$ cat src/rtl/mux_pipe_pkg.sv
// rtl/mux_pipe_pkg.sv - shared ALU result-path constants and helpers
package mux_pipe_pkg;

    // Out-of-range selects return this bit replicated across the word.
    localparam logic MUX_ERR_DATA = 1'b0;

    function automatic int sel_width(input int n);
        return (n > 1) ? $clog2(n) : 1;
    endfunction

endpackage

$ cat src/rtl/mux_pipe_skid_buf.sv
// rtl/mux_pipe_skid_buf.sv - generic 2-entry valid/ready skid buffer
module mux_pipe_skid_buf #(
    parameter int W = 33
) (
    input  logic         clk,
    input  logic         rst_n,
    input  logic         flush,
    input  logic         in_valid,
    output logic         in_ready,
    input  logic [W-1:0] in_data,
    output logic         out_valid,
    input  logic         out_ready,
    output logic [W-1:0] out_data
);

    logic         r_main_valid;
    logic [W-1:0] r_main_data;
    logic         r_skid_valid;
    logic [W-1:0] r_skid_data;
    logic         r_in_ready;

    logic         w_acc;
    logic         w_emit;
    logic         w_main_valid_nxt;
    logic [W-1:0] w_main_data_nxt;
    logic         w_skid_valid_nxt;
    logic [W-1:0] w_skid_data_nxt;
    logic         w_in_ready_nxt;

    assign w_acc  = in_valid && r_in_ready;
    assign w_emit = r_main_valid && out_ready;

    always_comb begin
        w_main_valid_nxt = r_main_valid;
        w_main_data_nxt  = r_main_data;
        w_skid_valid_nxt = r_skid_valid;
        w_skid_data_nxt  = r_skid_data;
        if (flush) begin
            w_main_valid_nxt = 1'b0;
            w_skid_valid_nxt = 1'b0;
        end else if (r_skid_valid) begin
            // in_ready is low here, so only the drain of the skid entry matters
            if (w_emit) begin
                w_main_data_nxt  = r_skid_data;
                w_skid_valid_nxt = 1'b0;
            end
        end else if (w_acc) begin
            if (!r_main_valid || w_emit) begin
                w_main_data_nxt  = in_data;
                w_main_valid_nxt = 1'b1;
            end else begin
                w_skid_data_nxt  = in_data;
                w_skid_valid_nxt = 1'b1;
            end
        end else if (w_emit) begin
            w_main_valid_nxt = 1'b0;
        end
        w_in_ready_nxt = !w_skid_valid_nxt;
    end

    // in_ready is a plain register so it never depends on in_valid combinationally
    always_ff @(posedge clk or negedge rst_n) begin
        if (!rst_n) begin
            r_main_valid <= 1'b0;
            r_main_data  <= '0;
            r_skid_valid <= 1'b0;
            r_skid_data  <= '0;
            r_in_ready   <= 1'b0;
        end else begin
            r_main_valid <= w_main_valid_nxt;
            r_main_data  <= w_main_data_nxt;
            r_skid_valid <= w_skid_valid_nxt;
            r_skid_data  <= w_skid_data_nxt;
            r_in_ready   <= w_in_ready_nxt;
        end
    end

    assign in_ready  = r_in_ready;
    assign out_valid = r_main_valid;
    assign out_data  = r_main_data;

endmodule

$ cat src/rtl/mux_pipe.sv
// rtl/mux_pipe.sv - registered N-way word selector with skid-buffered output
module mux_pipe
    import mux_pipe_pkg::*;
#(
    parameter int  WIDTH = 32,
    parameter int  N_IN  = 8,
    localparam int SEL_W = sel_width(N_IN)
) (
    input  logic                  clk,
    input  logic                  rst_n,
    input  logic                  flush,
    input  logic                  in_valid,
    output logic                  in_ready,
    input  logic [N_IN*WIDTH-1:0] in_data,
    input  logic [SEL_W-1:0]      in_sel,
    output logic                  out_valid,
    input  logic                  out_ready,
    output logic [WIDTH-1:0]      out_data,
    output logic                  out_err
);

    logic [WIDTH-1:0] w_word;
    logic             w_err;
    logic [WIDTH:0]   w_payload;
    logic [WIDTH:0]   w_out_payload;

    // Non-power-of-two N_IN leaves unmatched select codes, which fall through as errors.
    always_comb begin
        w_word = {WIDTH{MUX_ERR_DATA}};
        w_err  = 1'b1;
        for (int k = 0; k < N_IN; k++) begin
            if (in_sel == k[SEL_W-1:0]) begin
                w_word = in_data[k*WIDTH +: WIDTH];
                w_err  = 1'b0;
            end
        end
    end

    assign w_payload = {w_err, w_word};

    mux_pipe_skid_buf #(
        .W(WIDTH + 1)
    ) u_skid_buf (
        .clk       (clk),
        .rst_n     (rst_n),
        .flush     (flush),
        .in_valid  (in_valid),
        .in_ready  (in_ready),
        .in_data   (w_payload),
        .out_valid (out_valid),
        .out_ready (out_ready),
        .out_data  (w_out_payload)
    );

    assign out_err  = w_out_payload[WIDTH];
    assign out_data = w_out_payload[WIDTH-1:0];

endmodule

$ cat config.mk
export PLATFORM = sky130hd
export DESIGN_NAME = mux_pipe
export DESIGN_NICKNAME = d
export VERILOG_FILES = /design/src/rtl/mux_pipe_pkg.sv /design/src/rtl/mux_pipe_skid_buf.sv /design/src/rtl/mux_pipe.sv
export SDC_FILE = /design/constraint.sdc
export NUM_CORES = 1
export LEC_CHECK = 0
export CAP_MARGIN = 20
export CORE_AREA = 2 2 108 214
export DETAILED_ROUTE_END_ITERATION = 12
export DIE_AREA = 0 0 110 216
export PLACE_DENSITY = 0.53
export SLEW_MARGIN = 5
export SYNTH_ARGS = -nofsm -noshare
export SYNTH_HDL_FRONTEND = slang
export SYNTH_SLANG_ARGS = --single-unit
export TNS_END_PERCENT = 1
$ cat constraint.sdc
create_clock -name clk -period 3.4 [get_ports clk]
set_input_delay 0.51 -clock clk [delete_from_list [all_inputs] [get_ports clk]]
set_output_delay 0.51 -clock clk [all_outputs]
set_load 0.03 [all_outputs]
* Word-level counts from Yosys, hierarchy flattened
Cells that the tools add are included.
** Word-level totals
- Input port bits :: 264
- Word-level logic and storage cells :: 60
- Flip-flop bits (word level) :: 69
- Output and inout port bits :: 35
** Operators by class
- Reductions and logical operators :: 12
- Equality and inequality tests :: 10
- Multiplexer cells :: 30
- Bitwise gates (word level) :: 3
** Operators with widths (count)
- 32-bit 2-to-1 mux :: 8
- 33-bit 2-to-1 mux :: 4
- 1-bit 2-to-1 mux :: 18
- 3-bit == test (second input constant) :: 4
- 4-bit AND reduction :: 2
- 3-bit by 2-bit == test with 1-bit output (second input constant) :: 2
- 2-bit != test (second input constant) :: 2
- 2-bit nonzero test :: 2
- 3-bit by 1-bit == test with 1-bit output (second input constant) :: 1
- 3-bit logical NOT :: 1
- 3-bit != test (second input constant) :: 1
- 1-bit inverter :: 3
- 3-bit AND reduction :: 1
- 3-bit nonzero test :: 1
- 1-bit logical AND :: 2
- 1-bit logical NOT :: 2
- 1-bit logical OR :: 1

* Depth between registers and ports, before layout
Gate-level depths: netlist of run 1.
- Depth after elaboration :: 12
- Gate-level depth with buffers :: 8
- Depth with buffers taken out :: 4

* Hierarchy
A second synthesis of run 1 with hierarchy kept.
** Unflattened totals
- Cells, all modules :: 516
- Area, all modules :: 5725.5 um2
** Modules (own cells, without submodules)
- mux_pipe_skid_buf :: times used 1, sequential area each 1726.7 um2, cells an instance 190, area an instance 3116.7 um2
- mux_pipe :: times used 1, sequential area each 0.0 um2, cells an instance 326, area an instance 2608.8 um2

* Least setup slack after synthesis of run 1
Ideal clock, no wire load.
- Path kind :: input to register
- From :: in in_sel[1]
- To :: reg u_skid_buf.r_main_data[2], in the netlist u_skid_buf.out_data[2]
- Cell stages on the path :: 7
- Arrival :: 1.635 ns
- Path buffers :: 3
- Data required time :: 3.274 ns
- Library setup time :: 0.126 ns
- Path slack :: 1.639 ns
- Path through :: buf_4 -> and2_1 -> buf_2 -> buf_6 -> a32oi_1 -> a221oi_1 -> a221o_1
** Between the ends
- Word-level cells in the longest chain between the ends :: 12
- Elaborated cells between the ends (all ways) :: 19
- Those cells by class :: 7 x eq/ne; 11 x mux; 1 x reduce/logical
** Ends and longest elaborated chain
- start: declaration :: line mux_pipe.sv:15 : input logic [SEL_W-1:0] in_sel,
- 3-bit logical NOT :: line mux_pipe.sv:32 : if (in_sel == k[SEL_W-1:0]) begin
- 32-bit 2-to-1 mux (7 in a row) :: line mux_pipe.sv:32
- 32-bit 2-to-1 mux * :: line mux_pipe.sv:32
- 33-bit 2-to-1 mux * :: line mux_pipe_skid_buf.sv:48 : if (!r_main_valid || w_emit) begin
- 33-bit 2-to-1 mux * :: line mux_pipe_skid_buf.sv:47 : end else if (w_acc) begin
- 33-bit 2-to-1 mux * :: line mux_pipe_skid_buf.sv:41 : end else if (r_skid_valid) begin
- end signal: assignment :: line mux_pipe_skid_buf.sv:71 : r_main_data <= w_main_data_nxt;
- end: declaration :: line mux_pipe_skid_buf.sv:17 : logic [W-1:0] r_main_data;
Mark *: on every way between the ends. The rest lies on a longest branch, timed or not. The select of a mux whose other input is x is not followed.
A chain may end at the register's enable or synchronous reset.

* Final worst setup path of run 1
- From :: in in_valid
- To :: reg u_skid_buf.r_main_data[4], in the netlist u_skid_buf.out_data[4]
** Between the ends
- Word-level cells in the longest chain between the ends :: 3
** Ends and longest elaborated chain
- start: declaration :: line mux_pipe.sv:12 : input logic in_valid,
- 1-bit logical AND :: line mux_pipe_skid_buf.sv:30 : assign w_acc = in_valid && r_in_ready;
- 2-bit nonzero test (no source line)
- 4-bit AND reduction (no source line)
No other way between the ends.

==> results_dict.tcl, run 1 <==
set metrics [dict create \
    status "finished, final reports clean" \
    pre_cts_ws_ps 760 \
    maxCapViolCount 0 \
    finClkSkew_ps 6.27 \
    grt_pass1_vias 6023 \
    r2r_slack_ps 1250 \
    htreeDepth 3 \
    nets 1128 \
    grt-ovfl-total 0 \
    die_area_sq_um 23800 \
    timing_hold_violations_final 0 \
    hp-class "input pin to asynchronous set/reset pin" \
    grt_start_max_net_pins 70 \
    syn-cell-area_sq_um 5660 \
    die_h_microns 216 \
    setup_ws_ps 1100 \
    drive_gt1_frac 0.0541 \
    cts_buffers 9 \
    place_congestion 0.799 \
    switching_share 0.329 \
    wl_per_cell_microns 20.9 \
    worstPathMaxFanout 60 \
    setup_viol 0 \
    clock_latency_ps 330 \
    cts_num_sinks 69 \
    synthFlopType "dfrtp_1" \
    p_per_area_nw_per_um2 417 \
    via_per_inst 5.13 \
    slew_viol_final 0 \
    core_sq_um 22100 \
    final_common_cell "clkdlybuf4s50_1" \
    power.total_w 0.00380 \
    irDropWorstVdd_v 0.000247 \
    hold_buffers 0 \
    reg2reg_from "u_skid_buf.r_skid_valid" \
    combPwrFrac 0.400 \
    min_period_over_period 0.678 \
    root_buffer "clkbuf_16" \
    grt_use_total 0.198 \
    clk_pin_slew_ps 60 \
    fin_crit_ps 2300 \
    ctsLongestPathBuffers 2 \
    num_vias 5876 \
    final_cell_mix "294 x clkdlybuf4s50_1, 147 x mux2i_1, 68 x dfrtp_1" \
    maxSlewHeadroom 0.392 \
    synth-seq-cells 69 \
    reg2reg_depth 5 \
    synth-edff-count 0 \
    die_w_microns 110 \
    core.rowCount 77 \
    totalWireLength_mm 23.9 \
    syn_nets 864 \
    drt_iter0_markers 256 \
    critPathKind "input pin to flip-flop" \
    synthCells 600 \
    post_cts_resized 0 \
    avgSynthCellArea_sq_um 9.43 \
    cts_setup_buffers 0 \
    p_leak_nw 3.85 \
    ys_types 36 \
    setup_tns_ps 0 \
    cts_tree "built" \
    rsz0062_at_grt "false" \
    rr_endpoint "u_skid_buf.out_data[4]" \
    synthArstFlopShare 1.00 \
    critPathCaptureType "flip-flop" \
    cp.arrival_ps 2510 \
    initial_utilization 0.257 \
    power.share.sequential 0.311 \
    pwr-share-clk 0.288 \
    diodes 0 \
    intPower_w 0.00255 \
    fmax_mhz 434 \
    area_growth_pct 61.2 \
    antenna_found_initial 0 \
    route.detailed.drc 0 \
    synth_seq_area_share 0.305 \
    yosys_warnings 0 \
    pin_count 299 \
    tightest_slew_ps 912 \
    grt_pass1_wl_mm 35.1 \
    portBuffers 298 \
    place_hpwl_mm 19.0 \
    critPathLaunchType "input pin" \
    switchingPower_w 0.00125 \
    drt_first_pass_iters 6 \
    critPathRequiredTime_ps 3610 \
    ant_nets 0 \
]
## cell families after synthesis
| group | count (synthesis) | synth area share |
|---|---|---|
| flip-flops | 69 | 0.305 |
| AND/OR/NAND/NOR | 111 | 0.0949 |
| buffers and inverters | 66 | 0.0692 |
| AO/OA/AOI/OAI | 195 | 0.247 |
| multiplexers | 159 | 0.284 |
## sequential cells by signal (all words and copies together), names as in the netlist
| signal | cells |
|---|---|
| u_skid_buf.in_ready | 1 |
| u_skid_buf.out_data | 33 |
| u_skid_buf.out_valid | 1 |
| u_skid_buf.r_skid_data | 33 |
| u_skid_buf.r_skid_valid | 1 |
## Yosys cell counts, types with 13 or more instances
| cell | instances | share of area |
|---|---|---|
| o211ai_1 | 29 | 0.038 |
| and2_1 | 31 | 0.034 |
| dfrtp_1 | 69 | 0.31 |
| nand2_1 | 63 | 0.042 |
| buf_2 | 13 | 0.011 |
| a22oi_1 | 27 | 0.036 |
| a32o_1 | 27 | 0.048 |
| mux2i_1 | 147 | 0.26 |
| clkbuf_1 | 26 | 0.017 |
| o21ai_1 | 32 | 0.028 |
| o31ai_1 | 28 | 0.037 |
| o21ai_0 | 23 | 0.020 |
## critical path, cell delays in order
cell and delay [ps]:
clkdlybuf4s50_1 570, a21oi_1 110, a211o_4 590, buf_4 310, a311oi_1 250, a21oi_1 100
## worst max-delay path by stage
stage	endpoint	slack (ps)	from
2_1_floorplan	u_skid_buf.out_data[2]	1640	in_sel[1]
3_3_place_gp	u_skid_buf.out_data[4]	770	in_valid
3_5_place_dp	u_skid_buf.out_data[3]	760	in_valid
4_1_cts	u_skid_buf.out_data[3]	1130	in_valid
5_1_grt	u_skid_buf.out_data[27]	960	in_valid
6_report	u_skid_buf.out_data[4]	1100	in_valid
## layer usage
layer	track usage	wire length [microns]	vias up
met3	0.0305	1390	41
met5	0	0	-
met1	0.201	7950	2770
li1	-	-	2829
met2	0.384	13800	236
met4	0.0797	809	0
## per-stage QoR
step           area, sq um  std cells  hold slack [ps]   util
2_1_floorplan         5660        600              214      -
3_3_place_gp          8770       1129              460  0.398
3_5_place_dp          8770       1129              468  0.398
4_1_cts               9120       1145              340  0.413
5_1_grt               9120       1145              363  0.413
6_report              9120       1145              283  0.413
## layout make-up
cell class	count	area, sq um
sequential	69	1730
inverter	3	11.3
clock inverter	5	108
clock buffer	11	243
timing repair buffer	316	3120
fill	2212	12900
multi-input combinational	465	3570
tap	276	345
## power groups by stage
stage               Combinational (W)  Sequential [W]  Clock, W
global placement              0.00153         0.00120         0
floorplan                    0.000553         0.00140         0
global route                  0.00163         0.00122   0.00116
CTS                           0.00154         0.00119   0.00112
detailed placement            0.00154         0.00120         0
finish                        0.00152         0.00118   0.00110
Power figures use the tool's default switching activity.
==> run 2: changes to the inputs <==
PLACE_DENSITY = 0.55   (was 0.53)
clock period = 2.1 ns   (was 3.4 ns; I/O delays follow)
==> run 2 against run 1 <==
Against the previous run:
- design area grew 3.1%
- first-iteration DRC count is 16% lower
- worst hold slack improved by 190 ps
- global-route usage increased by 0.39 points
- count of clock-buffer cells in the layout fell by 2
- core utilization up 1.3 points
- die area stayed put
- critical path depth fell by 5
- power rose by 70%
- clock skew grew 0.74 ps
- wire length increased by 2.0%
- critical path type is now flip-flop to output pin
==> results_dict.tcl, run 2 (synthesized netlist as in run 1, its figures left out) <==
set metrics [dict create \
    p_leak_nw 3.99 \
    clk_pin_slew_ps 60 \
    slew_viol_final 0 \
    ant_nets 0 \
    place_congestion 0.819 \
    final_cell_mix "294 x clkdlybuf4s50_1, 147 x mux2i_1, 68 x dfrtp_1" \
    critPathKind "flip-flop to output pin" \
    design_area_sq_um 9410 \
    portBuffers 298 \
    grt_start_max_net_pins 64 \
    setup_viol 0 \
    antenna_found_initial 2 \
    die_w_microns 110 \
    die_area_sq_um 23800 \
    route.detailed.drc 0 \
    grt_pass1_vias 6429 \
    tightest_slew_ps 593 \
    dpl-instance-area_sq_um 9000 \
    cp_slowest_cell "clkdlybuf4s50_1" \
    grt_pass1_wl_mm 36.0 \
    totalWireLength_mm 24.4 \
    final_common_cell "clkdlybuf4s50_1" \
    min_period_over_period 0.858 \
    critPathLaunchType "flip-flop" \
    p_per_area_nw_per_um2 686 \
    maxSlewHeadroom 0.605 \
    setup_tns_ps 0 \
    cts_buffers 9 \
    pin_count 299 \
    maxCapViolCount 0 \
    core_sq_um 22100 \
    rsz0062_at_grt "false" \
    root_buffer "clkbuf_16" \
    wl_per_cell_microns 21.0 \
    finClkSkew_ps 7.01 \
    fillerInstances 2174 \
    die_h_microns 216 \
    num_vias 5919 \
    cp.arrival_ps 1490 \
    cts_tree "built" \
    worstPathMaxFanout 6 \
    core.rowCount 77 \
    ctsLongestPathBuffers 2 \
    crit_family "buffers and inverters" \
    slowest_delay_ps 710 \
    initial_utilization 0.257 \
    grt-ovfl-total 0 \
    fin_crit_ps 1800 \
    status "finished, final reports clean" \
    place_hpwl_mm 19.3 \
    grt_use_total 0.202 \
    path_cells "clkdlybuf4s50_1" \
    critPathCaptureType "output pin" \
    drt_iter0_markers 216 \
    fmax_mhz 555 \
    htreeDepth 3 \
    nets 1144 \
    power.total_w 0.00645 \
    cts_num_sinks 69 \
    irDropWorstVdd_v 0.000366 \
    timing_hold_violations_final 0 \
    via_per_inst 5.09 \
    path_buf_inv 1 \
    drive_gt1_frac 0.0723 \
    area_growth_pct 66.2 \
    drt_first_pass_iters 5 \
    post_cts_resized 0 \
    hp-class "flip-flop to flip-flop" \
    clock_latency_ps 330 \
    critPathRequiredTime_ps 1780 \
]
run 2: timing repair:
action	4_1_cts	5_1_grt
hold buffers	1	0
hold endpoints to repair	36	0
endpoints found under the setup margin	0	0
setup buffers	0	0
run 2: layout make-up:
cell class                      count  area [sq um]  area share
Antenna cell                        2          5.00    0.000532
Clock buffer                        9           225      0.0239
Clock inverter                      7           168      0.0178
Inverter                            3          11.3     0.00120
Multi-Input combinational cell    465          3570       0.379
Sequential cell                    69          1730       0.184
Tap cell                          276           345      0.0367
Timing Repair Buffer              332          3350       0.357
run 2: path summary, 6_finish.rpt:
path | from | to | slack (ps) | depth (start not counted)
setup / recovery | u_skid_buf.in_ready | in_ready | 300 | 1
hold / removal | u_skid_buf.r_skid_data[17] | u_skid_buf.r_skid_data[17] | 470 | 2
setup reg to reg | u_skid_buf.out_valid | u_skid_buf.out_data[10] | 330 | 5
hold reg to reg | u_skid_buf.r_skid_data[17] | u_skid_buf.r_skid_data[17] | 470 | 2
max in group asynchronous | rst_n | u_skid_buf.r_skid_data[14] | 1020 | 3
min in group asynchronous | rst_n | u_skid_buf.out_valid | 500 | 2
run 2: report_power, final:
| part | total, W | switching [W] | internal [W] |
|---|---|---|---|
| Combinational | 0.00251 | 0.00125 | 0.00126 |
| Sequential | 0.00194 | 0.000228 | 0.00171 |
| Clock | 0.00200 | 0.000589 | 0.00141 |
| Total | 0.00645 | 0.00207 | 0.00439 |
run 2: metrics by stage:
| stage | hold WS (ps) | instances | utilization | setup slack, ps |
|---|---|---|---|---|
| after floorplan | 19.4 | 600 | - | 370 |
| after global placement | 327 | 1144 | 0.408 | 81.4 |
| after detailed placement | 334 | 1144 | 0.408 | 37.0 |
| after CTS | 481 | 1161 | 0.426 | 265 |
| after global routing | 498 | 1163 | 0.426 | 231 |
| final | 474 | 1163 | 0.426 | 297 |
run 2: layer usage:
metal,vias up,global-route usage,routed length (microns)
met1,2773,0.204,8350
met4,0,0.0899,982
li1,2854,-,-
met3,43,0.0305,1350
met2,249,0.389,13700
met5,-,0,0
==> run 3: changes to the inputs <==
CORE_AREA = 2 2 93 185   (was 2 2 108 214)
DIE_AREA = 0 0 95 187   (was 0 0 110 216)
GPL_ROUTABILITY_DRIVEN = 0   (was not set)
PLACE_DENSITY = 0.72   (was 0.55)
==> run 3 against run 2 <==
Against the previous run:
- core utilization up 13 points
- first-iteration DRC count up 30%
- wire length down 10%
- via count up 1.6%
- design area down 2.5%
- clock skew up 1.6 ps
- sequential share of layout area up 0.47 points
- combinational power down 2%
- non-clock buffer count down 4
- final cell count down 6.3%
- critical path type is now flip-flop to flip-flop
- critical endpoint is now u_skid_buf.out_data[18]
- largest cell class unchanged
==> results_dict.tcl, run 3 (synthesized netlist as in run 1, its figures left out) <==
set metrics [dict create \
    status "finished, final reports clean" \
    pre_cts_ws_ps 27.5 \
    cts_buffers 9 \
    hold_buffers 0 \
    critPathRequiredTime_ps 2290 \
    post_cts_resized 0 \
    cp_slowest_cell "dfrtp_2" \
    timing_hold_violations_final 0 \
    critPathLaunchType "flip-flop" \
    maxCapViolCount 0 \
    rsz0062_at_grt "false" \
    slew_viol_final 0 \
    place_hpwl_mm 17.4 \
    setup_ws_ps 276 \
    route.detailed.drc 0 \
    drive_gt1_frac 0.0613 \
    portBuffers 298 \
    critPathCaptureType "flip-flop" \
    final_cell_mix "295 x clkdlybuf4s50_1, 147 x mux2i_1, 68 x dfrtp_1" \
    cts_num_sinks 69 \
    grt_pass1_wl_mm 33.2 \
    fmax_mhz 548 \
    design_area_sq_um 9170 \
    grt_start_max_net_pins 70 \
    core.rowCount 67 \
    clk_pin_slew_ps 60 \
    tightest_slew_ps 902 \
    setup.worst_path.start "u_skid_buf.r_skid_valid" \
    wl_per_cell_microns 20.1 \
    die_w_microns 95 \
    nets 1140 \
    grt-ovfl-total 0 \
    reg2reg_from "u_skid_buf.r_skid_valid" \
    dpl-instance-area_sq_um 8890 \
    path_cells "or2_1 -> a211o_2 -> buf_4 -> mux2i_1 -> o31ai_1" \
    min_period_over_period 0.869 \
    final_common_cell "clkdlybuf4s50_1" \
    grt_pass1_vias 6059 \
    hp-class "input pin to asynchronous set/reset pin" \
    setup_tns_ps 0 \
    die_h_microns 187 \
    setup_viol 0 \
    grt_use_total 0.241 \
    reg2reg_depth 5 \
    ant_nets 0 \
    power.total_w 0.00579 \
    p_leak_nw 3.91 \
    clock_latency_ps 320 \
    maxSlewHeadroom 0.399 \
    die_area_sq_um 17800 \
    initial_utilization 0.343 \
    finClkSkew_ps 8.62 \
    ctsLongestPathBuffers 2 \
    core_sq_um 16500 \
    fin_crit_ps 1820 \
    slowest_delay_ps 440 \
    antenna_found_initial 3 \
    worstPathMaxFanout 26 \
    drt_iter0_markers 280 \
    totalWireLength_mm 21.9 \
    cts_tree "built" \
    root_buffer "clkbuf_16" \
    cts_setup_buffers 0 \
    drt_first_pass_iters 5 \
    cp.arrival_ps 2010 \
    num_vias 6016 \
    htreeDepth 3 \
    critPathKind "flip-flop to flip-flop" \
    area_growth_pct 62.0 \
    irDropWorstVdd_v 0.000437 \
    pin_count 299 \
    via_per_inst 5.52 \
    p_per_area_nw_per_um2 631 \
]
run 3: cell count changes in the layout (fill, tap and decap cells not counted), sizes merged:
cell	change
buf	-4
bufinv	-5
clkbuf	+6
clkdlybuf4s50	+1
clkinv	+1
dlygate4sd3	-1
inv	-2
run 3: power breakdown:
group	switching (W)	total, W	internal (W)	leakage (nW)
clock	0.000523	0.00139	0.000863	0.134
sequential	0.000231	0.00194	0.00171	0.870
combinational	0.00120	0.00245	0.00126	2.90
total	0.00195	0.00579	0.00384	3.91
run 3: worst paths after layout:
path                                              endpoint  slack, ps
min in group clk                u_skid_buf.r_skid_data[15]        480
worst max-delay path               u_skid_buf.out_data[18]        280
worst max register to register     u_skid_buf.out_data[18]        280
max in group asynchronous          u_skid_buf.r_skid_valid       1370
worst min register to register  u_skid_buf.r_skid_data[15]        480
worst min-delay path                  u_skid_buf.out_valid        110
run 3: metrics by stage:
step           hold slack, ps   util  instances
2_1_floorplan            19.4      -        600
3_3_place_gp              458  0.538       1072
5_1_grt                   187  0.555       1090
3_5_place_dp              468  0.538       1072
6_report                  110  0.555       1090
4_1_cts                   153  0.555       1088
run 3: cell type report:
cell class                      instances  area, sq um
Multi-Input combinational cell        465         3550
Fill cell                            1457         7340
Clock buffer                           15          268
Clock inverter                          1         5.00
Inverter                                3         11.3
Antenna cell                            2         5.00
Tap cell                              207          259
Timing Repair Buffer                  328         3340
Sequential cell                        69         1730
run 3: worst max-delay path: cells and delay by family, from the launching register on:
family                 cells  cell delay, ps
DFF                        1             440
buffers and inverters      1             280
AOI/OAI and AO/OA          2             510
muxes                      1             210
and+or+nand+nor            1             240
run 3: per-layer routing:
| metal | vias up | part of all wire | GRT usage |
|---|---|---|---|
| met5 | - | 0.00059 | 0 |
| met4 | 2 | 0.022 | 0.0847 |
| met3 | 29 | 0.11 | 0.0705 |
| met2 | 360 | 0.49 | 0.416 |
| met1 | 2771 | 0.38 | 0.278 |
| li1 | 2854 | - | - |
